File: src/rtl/sm83_pkg.sv
// Shared SM83 types: interrupt dispatch state encoding, vector constants and helpers.
package sm83_pkg;

    localparam int          IRQ_N          = 5;
    localparam logic [15:0] IRQ_VEC_BASE   = 16'h0040;
    localparam int          IRQ_VEC_STRIDE = 8;

    typedef logic [IRQ_N-1:0] irq_vec_t;

    typedef enum logic [2:0] {
        IRQ_IDLE,
        IRQ_WAIT0,
        IRQ_WAIT1,
        IRQ_PUSH_HI,
        IRQ_PUSH_LO,
        IRQ_JUMP
    } irq_state_t;

    function automatic logic [15:0] irq_vector(logic [15:0] base, int stride, int idx);
        return base + 16'(idx * stride);
    endfunction

endpackage

File: src/rtl/irq_dispatch_ctrl_prio_enc.sv
// irq_prio_enc: combinational lowest-set-bit encoder; bit 0 has highest priority.
module irq_prio_enc #(
    parameter int N  = 5,
    parameter int IW = (N > 1) ? $clog2(N) : 1
) (
    input  logic [N-1:0]  req_i,
    output logic [IW-1:0] idx_o,
    output logic          valid_o
);

    always_comb begin
        idx_o = '0;
        for (int i = N - 1; i >= 0; i--) begin
            if (req_i[i]) idx_o = IW'(i);
        end
        valid_o = |req_i;
    end

endmodule

File: src/rtl/irq_dispatch_ctrl.sv
// SM83 interrupt controller: IME tracking and interrupt dispatch sequencing.
// Optional macro IRQ_EI_DELAY_EN: EI takes effect one instruction boundary late.
import sm83_pkg::*;

module irq_dispatch_ctrl #(
    parameter int          N_IRQ      = IRQ_N,
    parameter logic [15:0] VEC_BASE   = IRQ_VEC_BASE,
    parameter int          VEC_STRIDE = IRQ_VEC_STRIDE
) (
    input  logic             clk,
    input  logic             rst_n,
    input  logic [7:0]       ie,
    input  logic [N_IRQ-1:0] if_req,
    input  logic             insn_boundary,
    input  logic             ei,
    input  logic             di,
    input  logic             reti,
    input  logic [15:0]      r_pc,
    input  logic [15:0]      r_sp,
    input  logic             mem_ack,
    output logic             mem_req,
    output logic             mem_we,
    output logic [15:0]      mem_addr,
    output logic [7:0]       mem_wdata,
    output logic             wen_pc,
    output logic             wen_sp,
    output logic [15:0]      w_pc,
    output logic [15:0]      w_sp,
    output logic [N_IRQ-1:0] irq_ack,
    output logic             busy,
    output logic             halt_wake,
    output logic             ime
);

    localparam int IW = (N_IRQ > 1) ? $clog2(N_IRQ) : 1;

    irq_state_t      state_q, state_d;
    logic            ime_q, ime_d;
    logic [IW-1:0]   idx_q, idx_d;
    logic [15:0]     pc_q, pc_d, sp_q, sp_d;
    logic [N_IRQ-1:0] pending;
    logic [IW-1:0]   sel_idx;
    logic            sel_vld;
    logic            start;

    if (N_IRQ < 8) begin : g_ie_tail
        logic unused_ie;
        assign unused_ie = ^ie[7:N_IRQ];
    end

    assign pending   = ie[N_IRQ-1:0] & if_req;
    assign halt_wake = |pending;
    assign ime       = ime_q;

    irq_prio_enc #(.N(N_IRQ), .IW(IW)) u_prio (
        .req_i   (pending),
        .idx_o   (sel_idx),
        .valid_o (sel_vld)
    );

    // Dispatch decision uses the IME from before any same-cycle promotion.
    assign start = (state_q == IRQ_IDLE) && insn_boundary && ime_q && sel_vld;

`ifdef IRQ_EI_DELAY_EN
    logic ei_pend_q, ei_pend_d;
`endif

    always_comb begin
        ime_d = ime_q;
`ifdef IRQ_EI_DELAY_EN
        ei_pend_d = ei_pend_q;
        if ((state_q == IRQ_IDLE) && insn_boundary && ei_pend_q) begin
            ime_d     = 1'b1;
            ei_pend_d = 1'b0;
        end
        if (ei) ei_pend_d = 1'b1;
`else
        if (ei) ime_d = 1'b1;
`endif
        if (reti) ime_d = 1'b1;
        if (di || start) begin
            ime_d = 1'b0;
`ifdef IRQ_EI_DELAY_EN
            ei_pend_d = 1'b0;
`endif
        end
    end

    always_comb begin
        state_d = state_q;
        idx_d   = idx_q;
        pc_d    = pc_q;
        sp_d    = sp_q;
        case (state_q)
            IRQ_IDLE: if (start) begin
                state_d = IRQ_WAIT0;
                idx_d   = sel_idx;
                pc_d    = r_pc;
                sp_d    = r_sp;
            end
            IRQ_WAIT0:   state_d = IRQ_WAIT1;
            IRQ_WAIT1:   state_d = IRQ_PUSH_HI;
            IRQ_PUSH_HI: if (mem_ack) state_d = IRQ_PUSH_LO;
            IRQ_PUSH_LO: if (mem_ack) state_d = IRQ_JUMP;
            IRQ_JUMP:    state_d = IRQ_IDLE;
            default:     state_d = IRQ_IDLE;
        endcase
    end

    // Outputs decode from state and latched context only, never from mem_ack.
    always_comb begin
        mem_req   = 1'b0;
        mem_we    = 1'b0;
        mem_addr  = '0;
        mem_wdata = '0;
        wen_pc    = 1'b0;
        wen_sp    = 1'b0;
        w_pc      = '0;
        w_sp      = '0;
        irq_ack   = '0;
        busy      = (state_q != IRQ_IDLE);
        case (state_q)
            IRQ_PUSH_HI: begin
                mem_req   = 1'b1;
                mem_we    = 1'b1;
                mem_addr  = sp_q - 16'd1;
                mem_wdata = pc_q[15:8];
            end
            IRQ_PUSH_LO: begin
                mem_req   = 1'b1;
                mem_we    = 1'b1;
                mem_addr  = sp_q - 16'd2;
                mem_wdata = pc_q[7:0];
            end
            IRQ_JUMP: begin
                wen_pc  = 1'b1;
                w_pc    = irq_vector(VEC_BASE, VEC_STRIDE, int'(idx_q));
                wen_sp  = 1'b1;
                w_sp    = sp_q - 16'd2;
                irq_ack = {{(N_IRQ-1){1'b0}}, 1'b1} << idx_q;
            end
            default: ;
        endcase
    end

    always_ff @(posedge clk or negedge rst_n) begin
        if (!rst_n) begin
            state_q <= IRQ_IDLE;
            ime_q   <= 1'b0;
            idx_q   <= '0;
            pc_q    <= '0;
            sp_q    <= '0;
        end else begin
            state_q <= state_d;
            ime_q   <= ime_d;
            idx_q   <= idx_d;
            pc_q    <= pc_d;
            sp_q    <= sp_d;
        end
    end

`ifdef IRQ_EI_DELAY_EN
    always_ff @(posedge clk or negedge rst_n) begin
        if (!rst_n) ei_pend_q <= 1'b0;
        else        ei_pend_q <= ei_pend_d;
    end
`endif

endmodule

File: config.mk
export PLATFORM = sky130hd
export DESIGN_NAME = irq_dispatch_ctrl
export DESIGN_NICKNAME = d
export VERILOG_FILES = /design/src/rtl/sm83_pkg.sv /design/src/rtl/irq_dispatch_ctrl_prio_enc.sv /design/src/rtl/irq_dispatch_ctrl.sv
export SDC_FILE = /design/constraint.sdc
export NUM_CORES = 1
export LEC_CHECK = 0
export BUFFER_PORTS_ARGS = -buffer_cell sky130_fd_sc_hd__buf_4
export CAP_MARGIN = 20
export CORE_ASPECT_RATIO = 0.8
export CORE_MARGIN = 2
export CORE_UTILIZATION = 50
export DETAILED_ROUTE_END_ITERATION = 10
export PLACE_DENSITY = 0.85
export RECOVER_POWER = 25
export SYNTH_ARGS = -nofsm -noshare
export SYNTH_HDL_FRONTEND = slang
export SYNTH_SLANG_ARGS = --single-unit
File: constraint.sdc
create_clock -name clk -period 5.9 [get_ports clk]
set_input_delay 0 -clock clk [delete_from_list [all_inputs] [get_ports clk]]
set_output_delay 0 -clock clk [all_outputs]
set_load 0.1 [all_outputs]
==> impl_metrics.tcl, run 1 <==
set metrics [dict create \
    synth_flop_cell "dfrtp_1" \
    first_pass_grt_wire_length_mm 11.4 \
    timing.clock.skew_ps 6.16 \
    clock_sink_count 39 \
    clkPwrFrac_pct 10.3 \
    failing_checks "capacitance limit, slew limit" \
    rsz0062_at_grt "false" \
    detailedPlacementHpwl_mm 4.80 \
    combinationalPowerShare_pct 65.5 \
    critPathKind "reg -> out" \
    port-buffer-count 104 \
    worst_reg_to_reg_path_cell_count 6 \
    leakage_power_total_nw 1.71 \
    slew_headroom_pct -35.1 \
    hold_path.class "in -> reg" \
    design.die.area_um2 5770 \
    cts.htree.levels 2 \
    longest_clk_path_bufs 2 \
    synth.yosys.seq_area_share_pct 37.7 \
    power_switching_share_pct 59.6 \
    coreArea_um2 5010 \
    finalNetCount 449 \
    final.setup.tns_ps 0 \
    power.net_switching_mw 1.40 \
    timing.final.hold_violations 0 \
    dr.first_iter.drc_count 139 \
    place.detailed.instances 414 \
    postSynth.asyncResetShare_pct 100 \
    cts-resized-gates 0 \
    power.sequential.fraction_pct 24.2 \
    hp-start "if_req[4]" \
    netlist-cell-type-count 49 \
    floorplan.die.width_um 84.4 \
    timing.critical_path.slowest_stage_cell "or4b_1" \
    timing.max_cap.violations 1 \
    drv_slew 40 \
    layout-area-overhead-vs-synth_pct 44.9 \
    clock.fmax_mhz 331 \
    status "complete, but fails checks" \
    combinational_family_with_the_most_area_after_synthesis "simple AND/OR/NAND/NOR gates" \
    floorplan.initialDensity_pct 51.6 \
    cts-buffers-inserted 5 \
    postRouteAntennaNets 0 \
    synth_simple_gate_area_share_pct 19.9 \
    path_cells "inv_1 -> ha_1 -> or4b_1 -> nor4b_4 -> a21oi_1 -> a311oi_1 -> buf_4" \
    global_route.overflow_total 0 \
    final_critical_path_share_of_the_clock_period_pct 51.1 \
    power_density_nw_per_um2 628 \
    remaining_drc_errors 0 \
    final_core_util_pct 74.8 \
    tightestPinTransition_ps 2030 \
    startpoint_type "flip-flop" \
    ys_seq_elements 39 \
    total_power_mw 2.35 \
    end_kind "output port" \
    synth.area.mux_share_pct 12.6 \
    hold_depth 3 \
    syn_area_um2 2590 \
    postSynthCellCount 270 \
    layout_min_cycle_time_ps 3020 \
    grt_max_degree 40 \
    cell_internal_pwr_uw 950 \
    worst_reg2reg_setup_slack_ps 3320 \
    insertedDiodeCount 0 \
    crit-reg2reg-capture "ime" \
    clk_root_buffer_cell "clkbuf_8" \
    routed-via-count 2541 \
    synth_compound_gate_area_share_pct 14.3 \
    place_congestion 0.871 \
    max_stage_delay_ps 640 \
    floorplan_die_height_um 68.3 \
    synth_edf_count 0 \
    worst_skew_pair.late_latency_ps 300 \
    via_per_inst 5.55 \
    hold-path-endpoint "idx_q[2]" \
    avgSynthCellArea_um2 9.58 \
    fraction_of_layout_instances_using_a_drive_strength_above_1_pct 38.1 \
    cp.required_ps 5900 \
    worst_r2r_startpoint "state_q[0]" \
    antenna_found_initial 0 \
    final_cells 458 \
    cp.arrival_ps 3020 \
    drt_wl_total_mm 7.16 \
    detailedRoute.firstPassIterationCount 4 \
    cts_tree "done" \
    max-vdd-ir-drop_mv 0.461 \
    synth-xor-area-share_pct 4.40 \
    synthesis.yosys.warnings 0 \
    clk_pin_slew_ps 80 \
    io_pins 120 \
    path_max_fanout 8 \
    grt_use_total_pct 25.1 \
    rows 23 \
    synthAdderAreaFrac_pct 0.968 \
    timing.final.setup_violations 0 \
    post_drt_wl_per_cell_um 15.6 \
    first_global_vias 2457 \
    setup.worst_path.start "sp_q[1]" \
]
[critical path, delay by kind of cell, from the launching register on]
family                     cells  cell delay [ps]
adders and majority gates      1              260
buffers and inverters          2              520
and+or+nand+nor                2             1030
DFF                            1              500
AOI/OAI and AO/OA              2              410
[per-layer routing]
layer  routed length (um)  vias to the layer above  global-route usage, %
li1                     -                     1195                      -
met1                 2800                     1209                   30.1
met2                 3680                      124                   45.6
met3                  581                       13                   6.39
met4                  105                        0                   7.34
met5                    0                        -                      0
[cell families after synthesis]
group | Yosys count
xor gates and xnor gates | 13
AOI/OAI and AO/OA | 55
other | 1
adders and majority gates | 2
and+or+nand+nor | 89
buffers and inverters | 42
DFF | 39
muxes | 29
[final cells by class]
cell class	count	area (um2)
multi-input combinational	200	1390
fill	369	1260
timing repair buffer	142	1150
sequential	39	976
clock buffer	6	82.6
tap	62	77.6
clock inverter	2	38.8
inverter	7	26.3
[Yosys cell counts, types with 3 or more instances]
master    instances  area (um2)
o21ai_0          10        50.1
a31oi_1           4        25.0
nor3b_1           3        22.5
nor3_1            5        25.0
a22oi_1           3        22.5
a21oi_1          15        75.1
a311oi_1          7        61.3
buf_4            20         150
buf_6             3        33.8
nor2_1           26        97.6
and2_1            4        25.0
mux2_2           29         327
nand2_1          15        56.3
nor4_1            5        31.3
xnor2_1          12         105
or4_1             4        30.0
dfrtp_1          39         976
clkbuf_1          9        33.8
inv_1             7        26.3
a22o_1            8        70.1
nand3_1           5        25.0
[through the flow]
stage	hold slack (ps)	setup WS, ps	instance area (um2)
after floorplan	-296	1150	2630
after global placement	-12.4	3250	3270
after detailed placement	-5.37	3220	3270
after CTS	74.6	2910	3750
after global routing	62.1	2720	3750
final	80.6	2880	3750
[power groups by stage]
stage | clock network, mW | logic [mW] | registers, mW
detailed placement | 0 | 1.50 | 0.572
global placement | 0 | 1.48 | 0.561
floorplan | 0 | 1.33 | 0.481
global route | 0.256 | 1.61 | 0.593
finish | 0.242 | 1.54 | 0.570
CTS | 0.244 | 1.53 | 0.565
[repair_timing]
action,in CTS,in global routing
endpoints found under the setup margin,0,0
hold buffers,36,0
hold endpoints to repair,75,0
setup buffers,0,0
[flip-flops by register name, summed over array words and instances (netlist names)]
| name | cells |
|---|---|
| sp_q | 16 |
| ime | 1 |
| pc_q | 16 |
| state_q | 3 |
| idx_q | 3 |
[worst max path at each step]
stage                   end  slack (ps)  depth (start not counted)
2_1_floorplan    irq_ack[4]        1150                          6
3_3_place_gp   mem_addr[15]        3250                          7
3_5_place_dp   mem_addr[15]        3220                          7
4_1_cts        mem_addr[15]        2910                          7
5_1_grt        mem_addr[15]        2720                          7
6_report       mem_addr[15]        2880                          7
[placed cells by master (no fill, tap or decap), types with 2 or more instances in the layout]
cell type and n:
nor3_1 5, and2_1 4, nand3b_1 2, dlygate4sd3_1 36, conb_1 12, inv_1 7, or2_2 2, ha_1 2
nor4_1 5, buf_4 105, o211ai_1 2, and3_1 2, nand2b_1 2, or4b_1 2, or3_1 2, a21oi_1 15
nor3b_1 3, a31oi_1 4, nand3_1 5, a22o_1 8, or4_1 4, a311oi_1 7, o21ai_0 10, a22oi_1 3
mux2_2 29, dfrtp_1 39, xnor2_1 12, clkbuf_8 6, nand2_1 15, nor2_1 26
Power figures use the tool's default switching activity.
==> run 2: changes to the inputs <==
--- a/config.mk
+++ b/config.mk
@@ -5,13 +5,14 @@
 export SDC_FILE = /design/constraint.sdc
 export NUM_CORES = 1
 export LEC_CHECK = 0
+export ABC_AREA = 1
 export BUFFER_PORTS_ARGS = -buffer_cell sky130_fd_sc_hd__buf_4
 export CAP_MARGIN = 20
 export CORE_ASPECT_RATIO = 0.8
 export CORE_MARGIN = 2
-export CORE_UTILIZATION = 50
+export CORE_UTILIZATION = 48
 export DETAILED_ROUTE_END_ITERATION = 10
-export PLACE_DENSITY = 0.85
+export PLACE_DENSITY = 0.81
 export RECOVER_POWER = 25
 export SYNTH_ARGS = -nofsm -noshare
 export SYNTH_HDL_FRONTEND = slang
==> constraint.sdc (replaced) <==
create_clock -name clk -period 3 [get_ports clk]
set_input_delay 0 -clock clk [delete_from_list [all_inputs] [get_ports clk]]
set_output_delay 0 -clock clk [all_outputs]
set_load 0.1 [all_outputs]
==> impl_metrics.tcl, run 2 <==
set metrics [dict create \
    status "complete, but fails checks" \
    failing_checks "capacitance limit, slew limit" \
    power_density_nw_per_um2 1160 \
    regArea_um2 976 \
    post_cts_hold_buffer_count 36 \
    floorplan.die.width_um 87.4 \
    dr.first_iter.drc_count 207 \
    postRouteAntennaNets 0 \
    worst_r2r_startpoint "state_q[2]" \
    grt_use_total_pct 26.7 \
    clk_root_buffer_cell "clkbuf_8" \
    floorplan.initialDensity_pct 49.4 \
    routed-via-count 3068 \
    layout-area-overhead-vs-synth_pct 46.2 \
    timing.critical_path.slowest_stage_cell "inv_1" \
    leading_cell_type_by_number_of_instances_after_synthesis "nand2_1" \
    tightestPinTransition_ps 2130 \
    end_kind "output port" \
    remaining_drc_errors 0 \
    hp-start "ie[0]" \
    place_congestion 0.845 \
    via_per_inst 5.09 \
    power.net_switching_mw 2.74 \
    cts.htree.levels 2 \
    synth.yosys.seq_area_share_pct 36.5 \
    worst_reg2reg_setup_slack_ps 1030 \
    cell_taking_the_most_area_after_synthesis "dfrtp_1" \
    detailedRoute.firstPassIterationCount 5 \
    clkPwrFrac_pct 12.3 \
    final_critical_path_share_of_the_clock_period_pct 80.1 \
    antenna_found_initial 0 \
    timing.final.setup_violations 0 \
    timing.final.hold_violations 0 \
    detailedPlacementHpwl_mm 5.26 \
    drv_slew 40 \
    final_cell_mix "nand2_1, buf_4, nor2_1, nand3_1, dfrtp_1" \
    hold_path.class "in -> reg" \
    ys_seq_elements 39 \
    path_cells "inv_1 -> nand3_1 -> inv_1 -> nand3_1 -> o21ai_1 -> buf_4" \
    cell_internal_pwr_mw 1.79 \
    avgSynthCellArea_um2 6.61 \
    port-buffer-count 104 \
    max-vdd-ir-drop_mv 0.805 \
    critPathKind "reg -> out" \
    layout_min_cycle_time_ps 2400 \
    layout_commonest_cell "nand2_1" \
    combinationalPowerShare_pct 65.0 \
    max_stage_delay_ps 630 \
    timing.max_cap.violations 1 \
    cts_tree "done" \
    crit-reg2reg-capture "state_q[2]" \
    cts-buffers-inserted 5 \
    netlist_top_cells_count "nand2_1, nor2_1, dfrtp_1, nand3_1, inv_1" \
    insertedDiodeCount 0 \
    timing.clock.skew_ps 5.21 \
    post-place-ws_ps 975 \
    clk_pin_slew_ps 80 \
    hold_depth 4 \
    leakage_power_total_nw 2.10 \
    path_max_fanout 20 \
    multiInputGateArea_um2 1420 \
    clock.fmax_mhz 416 \
    post_drt_wl_per_cell_um 12.9 \
    slew_headroom_pct -41.9 \
    biggestRegsByFlops "pc_q: 16 flops, sp_q: 16 flops" \
    postSynthCellCount 404 \
    syn_area_um2 2670 \
    startpoint_type "flip-flop" \
    power_switching_share_pct 60.5 \
    cp.arrival_ps 2400 \
    netlist-cell-type-count 28 \
    rows 24 \
    worst_slack_ps 598 \
    drt_wl_total_mm 7.77 \
    post-cts-setup-buffer-count 0 \
    worst_reg_to_reg_path_cell_count 6 \
    longest_clk_path_bufs 2 \
    first_global_vias 2910 \
    io_pins 120 \
    final.setup.tns_ps 0 \
    layout.filler_cells 424 \
    coreArea_um2 5410 \
    design.die.area_um2 6180 \
    first_pass_grt_wire_length_mm 13.2 \
    worst_skew_pair.late_latency_ps 310 \
    postSynth.asyncResetShare_pct 100 \
    synthesis.yosys.warnings 0 \
    grt_max_degree 54 \
    global_route.overflow_total 0 \
    power.sequential.fraction_pct 22.8 \
    cts-resized-gates 0 \
    rsz0062_at_grt "false" \
    yosys-top-cells-area "dfrtp_1, nand2_1, nand3_1" \
    cp.required_ps 3000 \
    synth_flop_cell "dfrtp_1" \
    synth_edf_count 0 \
    floorplan_die_height_um 70.7 \
    netlist.area_leader.share_pct 36.5 \
    fraction_of_layout_instances_using_a_drive_strength_above_1_pct 22.7 \
    finalNetCount 591 \
    clock_sink_count 39 \
    hold-path-endpoint "idx_q[0]" \
]
==> run 2: cell types whose count changed after synthesis, sizes merged, moves of 5 or more <==
cell,previous run,this run
nand3,5,39
inv,7,39
a311oi,7,0
o21ai,10,31
nand2,15,152
mux2,29,0
a21oi,15,6
clkbuf,9,2
or4,5,0
nor2,27,44
xnor2,12,1
==> run 2: critical path, delay by kind of cell (launching register included) <==
family                 cells  cell delay, ps
AO/OA/AOI/OAI              1             120
flip-flops                 1             440
buffers and inverters      3            1080
AND/OR/NAND/NOR            2             450
==> run 2: worst max path at each step <==
| stage | depth (start not counted) | startpoint | to |
|---|---|---|---|
| 6_report | 6 | state_q[2] | mem_addr[10] |
| 5_1_grt | 6 | state_q[2] | mem_addr[7] |
| 4_1_cts | 6 | state_q[2] | mem_addr[10] |
| 3_5_place_dp | 6 | state_q[2] | mem_addr[10] |
| 3_3_place_gp | 6 | state_q[2] | mem_addr[10] |
| 2_1_floorplan | 3 | state_q[1] | irq_ack[1] |
==> run 2: metrics by stage <==
stage | cell area, um2 | hold slack, ps | total power, mW | utilization (%) | std cells
3_5_place_dp | 3410 | 4.21 | 3.91 | 63.1 | 559
2_1_floorplan | 2720 | -296 | 3.34 | - | 415
3_3_place_gp | 3410 | 5.85 | 3.85 | 63.1 | 559
5_1_grt | 3910 | 38.8 | 4.79 | 72.2 | 603
6_report | 3910 | 13.3 | 4.52 | 72.2 | 603
4_1_cts | 3910 | 2.19 | 4.50 | 72.3 | 603
==> run 2: cell families (layout without fill, tap and decap cells) <==
group | Yosys count | in the layout | share of synthesized area, %
AOI/OAI and AO/OA | 48 | 48 | 10.4
xor gates and xnor gates | 5 | 5 | 1.64
adders and majority gates | 2 | 2 | 0.937
buffers and inverters | 65 | 188 | 12.3
DFF | 39 | 39 | 36.5
other | 1 | 12 | 0.140
and+or+nand+nor | 244 | 244 | 38.1
==> run 2: per-layer routing <==
| metal | vias up | routed length, um | share of wire, % | global-route usage, % |
|---|---|---|---|---|
| li1 | 1517 | - | - | - |
| met1 | 1407 | 3400 | 44 | 34.1 |
| met2 | 135 | 3750 | 48 | 45.2 |
| met3 | 9 | 513 | 6.6 | 5.25 |
| met4 | 0 | 109 | 1.4 | 9.06 |
| met5 | - | 0 | 0 | 0 |
==> run 2: final cells by class <==
class                      count  share of cell area (%)
multi-input combinational    311                    36.3
timing repair buffer         141                    29.3
sequential                    39                    25.0
inverter                      39                    3.75
tap                           65                    2.08
clock inverter                 3                    1.83
clock buffer                   5                    1.76
==> run 2: power by group through the flow <==
stage / combinational (mW) / clock, mW / sequential (mW)
2_1_floorplan: 2.36 / 0 / 0.982
3_3_place_gp: 2.84 / 0 / 1.01
3_5_place_dp: 2.88 / 0 / 1.03
4_1_cts: 2.93 / 0.558 / 1.02
5_1_grt: 3.14 / 0.581 / 1.07
6_report: 2.94 / 0.556 / 1.03
==> run 3: changes to the inputs <==
--- a/config.mk
+++ b/config.mk
@@ -5,14 +5,14 @@
 export SDC_FILE = /design/constraint.sdc
 export NUM_CORES = 1
 export LEC_CHECK = 0
-export ABC_AREA = 1
+export ABC_AREA = 0
 export BUFFER_PORTS_ARGS = -buffer_cell sky130_fd_sc_hd__buf_4
 export CAP_MARGIN = 20
 export CORE_ASPECT_RATIO = 0.8
 export CORE_MARGIN = 2
-export CORE_UTILIZATION = 48
+export CORE_UTILIZATION = 43
 export DETAILED_ROUTE_END_ITERATION = 10
-export PLACE_DENSITY = 0.81
+export PLACE_DENSITY = 0.78
 export RECOVER_POWER = 25
 export SYNTH_ARGS = -nofsm -noshare
 export SYNTH_HDL_FRONTEND = slang
==> constraint.sdc (replaced) <==
create_clock -name clk -period 2.2 [get_ports clk]
set_input_delay 0 -clock clk [delete_from_list [all_inputs] [get_ports clk]]
set_output_delay 0 -clock clk [all_outputs]
set_load 0.1 [all_outputs]
==> impl_metrics.tcl, run 3 (synthesis results as in run 1) <==
set metrics [dict create \
    status "complete, but fails checks" \
    failing_checks "setup timing" \
    leakage_power_total_nw 2.08 \
    routed-via-count 2839 \
    global_route.overflow_total 0 \
    final_core_util_pct 82.5 \
    path_max_fanout 2 \
    post-place-ws_ps 54.0 \
    tightestPinTransition_ps 980 \
    dr.first_iter.drc_count 164 \
    port-buffer-count 104 \
    slew_headroom_pct 34.6 \
    post_drt_wl_per_cell_um 17.7 \
    postRouteAntennaNets 0 \
    power_switching_share_pct 57.0 \
    fraction_of_layout_instances_using_a_drive_strength_above_1_pct 59.0 \
    clkPwrFrac_pct 8.1 \
    max-vdd-ir-drop_mv 0.887 \
    startpoint_type "flip-flop" \
    clock.fmax_mhz 412 \
    clk_root_buffer_cell "clkbuf_8" \
    timing.critical_path.slowest_stage_cell "or4_4" \
    cts_tree "done" \
    combinationalPowerShare_pct 74.0 \
    detailedRoute.firstPassIterationCount 4 \
    worst_reg_to_reg_path_cell_count 6 \
    timing.final.setup_violations 12 \
    floorplan.initialDensity_pct 44.2 \
    worst-path-stages 5 \
    coreArea_um2 5850 \
    biggestRegsByFlops "pc_q: 16 flops, sp_q: 16 flops" \
    power_density_nw_per_um2 1660 \
    cell_internal_pwr_mw 3.44 \
    cts-buffers-inserted 5 \
    floorplan.die.width_um 90.7 \
    insertedDiodeCount 0 \
    first_global_vias 2823 \
    layout_min_cycle_time_ps 2430 \
    layout.filler_cells 330 \
    critPathKind "reg -> out" \
    detailedPlacementHpwl_mm 5.71 \
    worst_reg2reg_setup_slack_ps 140 \
    placed_area_um2 3890 \
    number_of_buffers_and_inverters_on_the_critical_path 1 \
    place_congestion 0.943 \
    floorplan_die_height_um 73.4 \
    multiInputGateArea_um2 1870 \
    rsz0062_at_grt "true" \
    layout_commonest_cell "buf_4" \
    worst_slack_ps -230 \
    longest_clk_path_bufs 2 \
    remaining_drc_errors 0 \
    place.detailed.instances 462 \
    cp.required_ps 2200 \
    rows 25 \
    timing.hold.ws_ps 15.8 \
    drv_slew 0 \
    worst_skew_pair.late_latency_ps 300 \
    cp.arrival_ps 2430 \
    final.setup.tns_ps -1640 \
    grt_use_total_pct 26.2 \
    path_cells "or4_4 -> or3_4 -> or4_1 -> o211ai_1 -> buf_6" \
    first_pass_grt_wire_length_mm 13.8 \
    regArea_um2 980 \
    end_kind "output port" \
    top_cell_family_by_delay_on_the_critical_path "simple AND/OR/NAND/NOR gates" \
    hold_depth 3 \
    cts.htree.levels 2 \
    hold_path.class "in -> reg" \
    timing.clock.skew_ps 6.49 \
    power.sequential.fraction_pct 17.9 \
    timing.final.hold_violations 0 \
    io_pins 120 \
    layout-area-overhead-vs-synth_pct 86.6 \
    final_cells 523 \
    antenna_found_initial 0 \
    grt_max_degree 40 \
    design.die.area_um2 6650 \
    clk_pin_slew_ps 80 \
    drt_wl_total_mm 9.27 \
    final_critical_path_share_of_the_clock_period_pct 110 \
    max_stage_delay_ps 540 \
    clock_sink_count 39 \
    via_per_inst 5.43 \
    timing.max_cap.violations 0 \
    total_power_mw 8.02 \
    final_cell_mix "buf_4, dlygate4sd3_1, dfrtp_1, mux2_2, nor2_1" \
    layout.cell_area.non_filler_um2 4830 \
    power.net_switching_mw 4.57 \
    finalNetCount 495 \
]
-- run 3: cell types whose count changed in the layout (fill, tap and decap cells not counted), moves of 20 or more --
cell	before	now
inv_1	38	3
nand3_1	39	4
o21ai_0	28	6
nand2_1	148	13
buf_4	104	124
nor2_1	40	17
mux2_2	0	29
-- run 3: layout make-up --
type	instances	share of cell area (%)
multi-input cells	200	38.8
repair buffers	188	35.6
flip-flops and latches	39	20.3
well taps	81	2.10
clock buffers	6	1.71
clock inverters	2	0.804
inverters	7	0.752
-- run 3: power by group through the flow --
stage | logic, mW | clock network [mW] | registers (mW)
after floorplan | 4.19 | 0 | 1.36
after global placement | 5.06 | 0 | 1.39
after detailed placement | 5.14 | 0 | 1.42
after CTS | 5.55 | 0.649 | 1.41
after global routing | 6.14 | 0.684 | 1.48
final | 5.93 | 0.646 | 1.44
-- run 3: layer usage --
metal  global-route usage, %  routed length (um)  up-vias
met5                       0                   0        -
met4                    7.52                 137        0
met3                    5.54                 536       16
met2                    47.5                4980      115
met1                    31.8                3620     1406
li1                        -                   -     1302
-- run 3: final timing paths --
| kind | start | endpoint |
|---|---|---|
| max | sp_q[12] | mem_addr[14] |
| min | if_req[4] | idx_q[2] |
| max reg2reg | state_q[1] | sp_q[9] |
| min reg2reg | pc_q[14] | pc_q[14] |
| max in group asynchronous | rst_n | sp_q[1] |
| min in group asynchronous | rst_n | sp_q[13] |
-- run 3: tightest hold or removal path, cell delays in order --
cell and delay, ps:
buf_4 90, a31oi_1 70, a21oi_1 110
-- run 3: timing repair --
action,CTS,global route
setup endpoints to repair,21,22
endpoints found under the hold margin,75,0
gates resized for setup,50,22
setup buffers,9,7
hold buffers,37,0
gates cloned,0,0
pin swaps,2,6
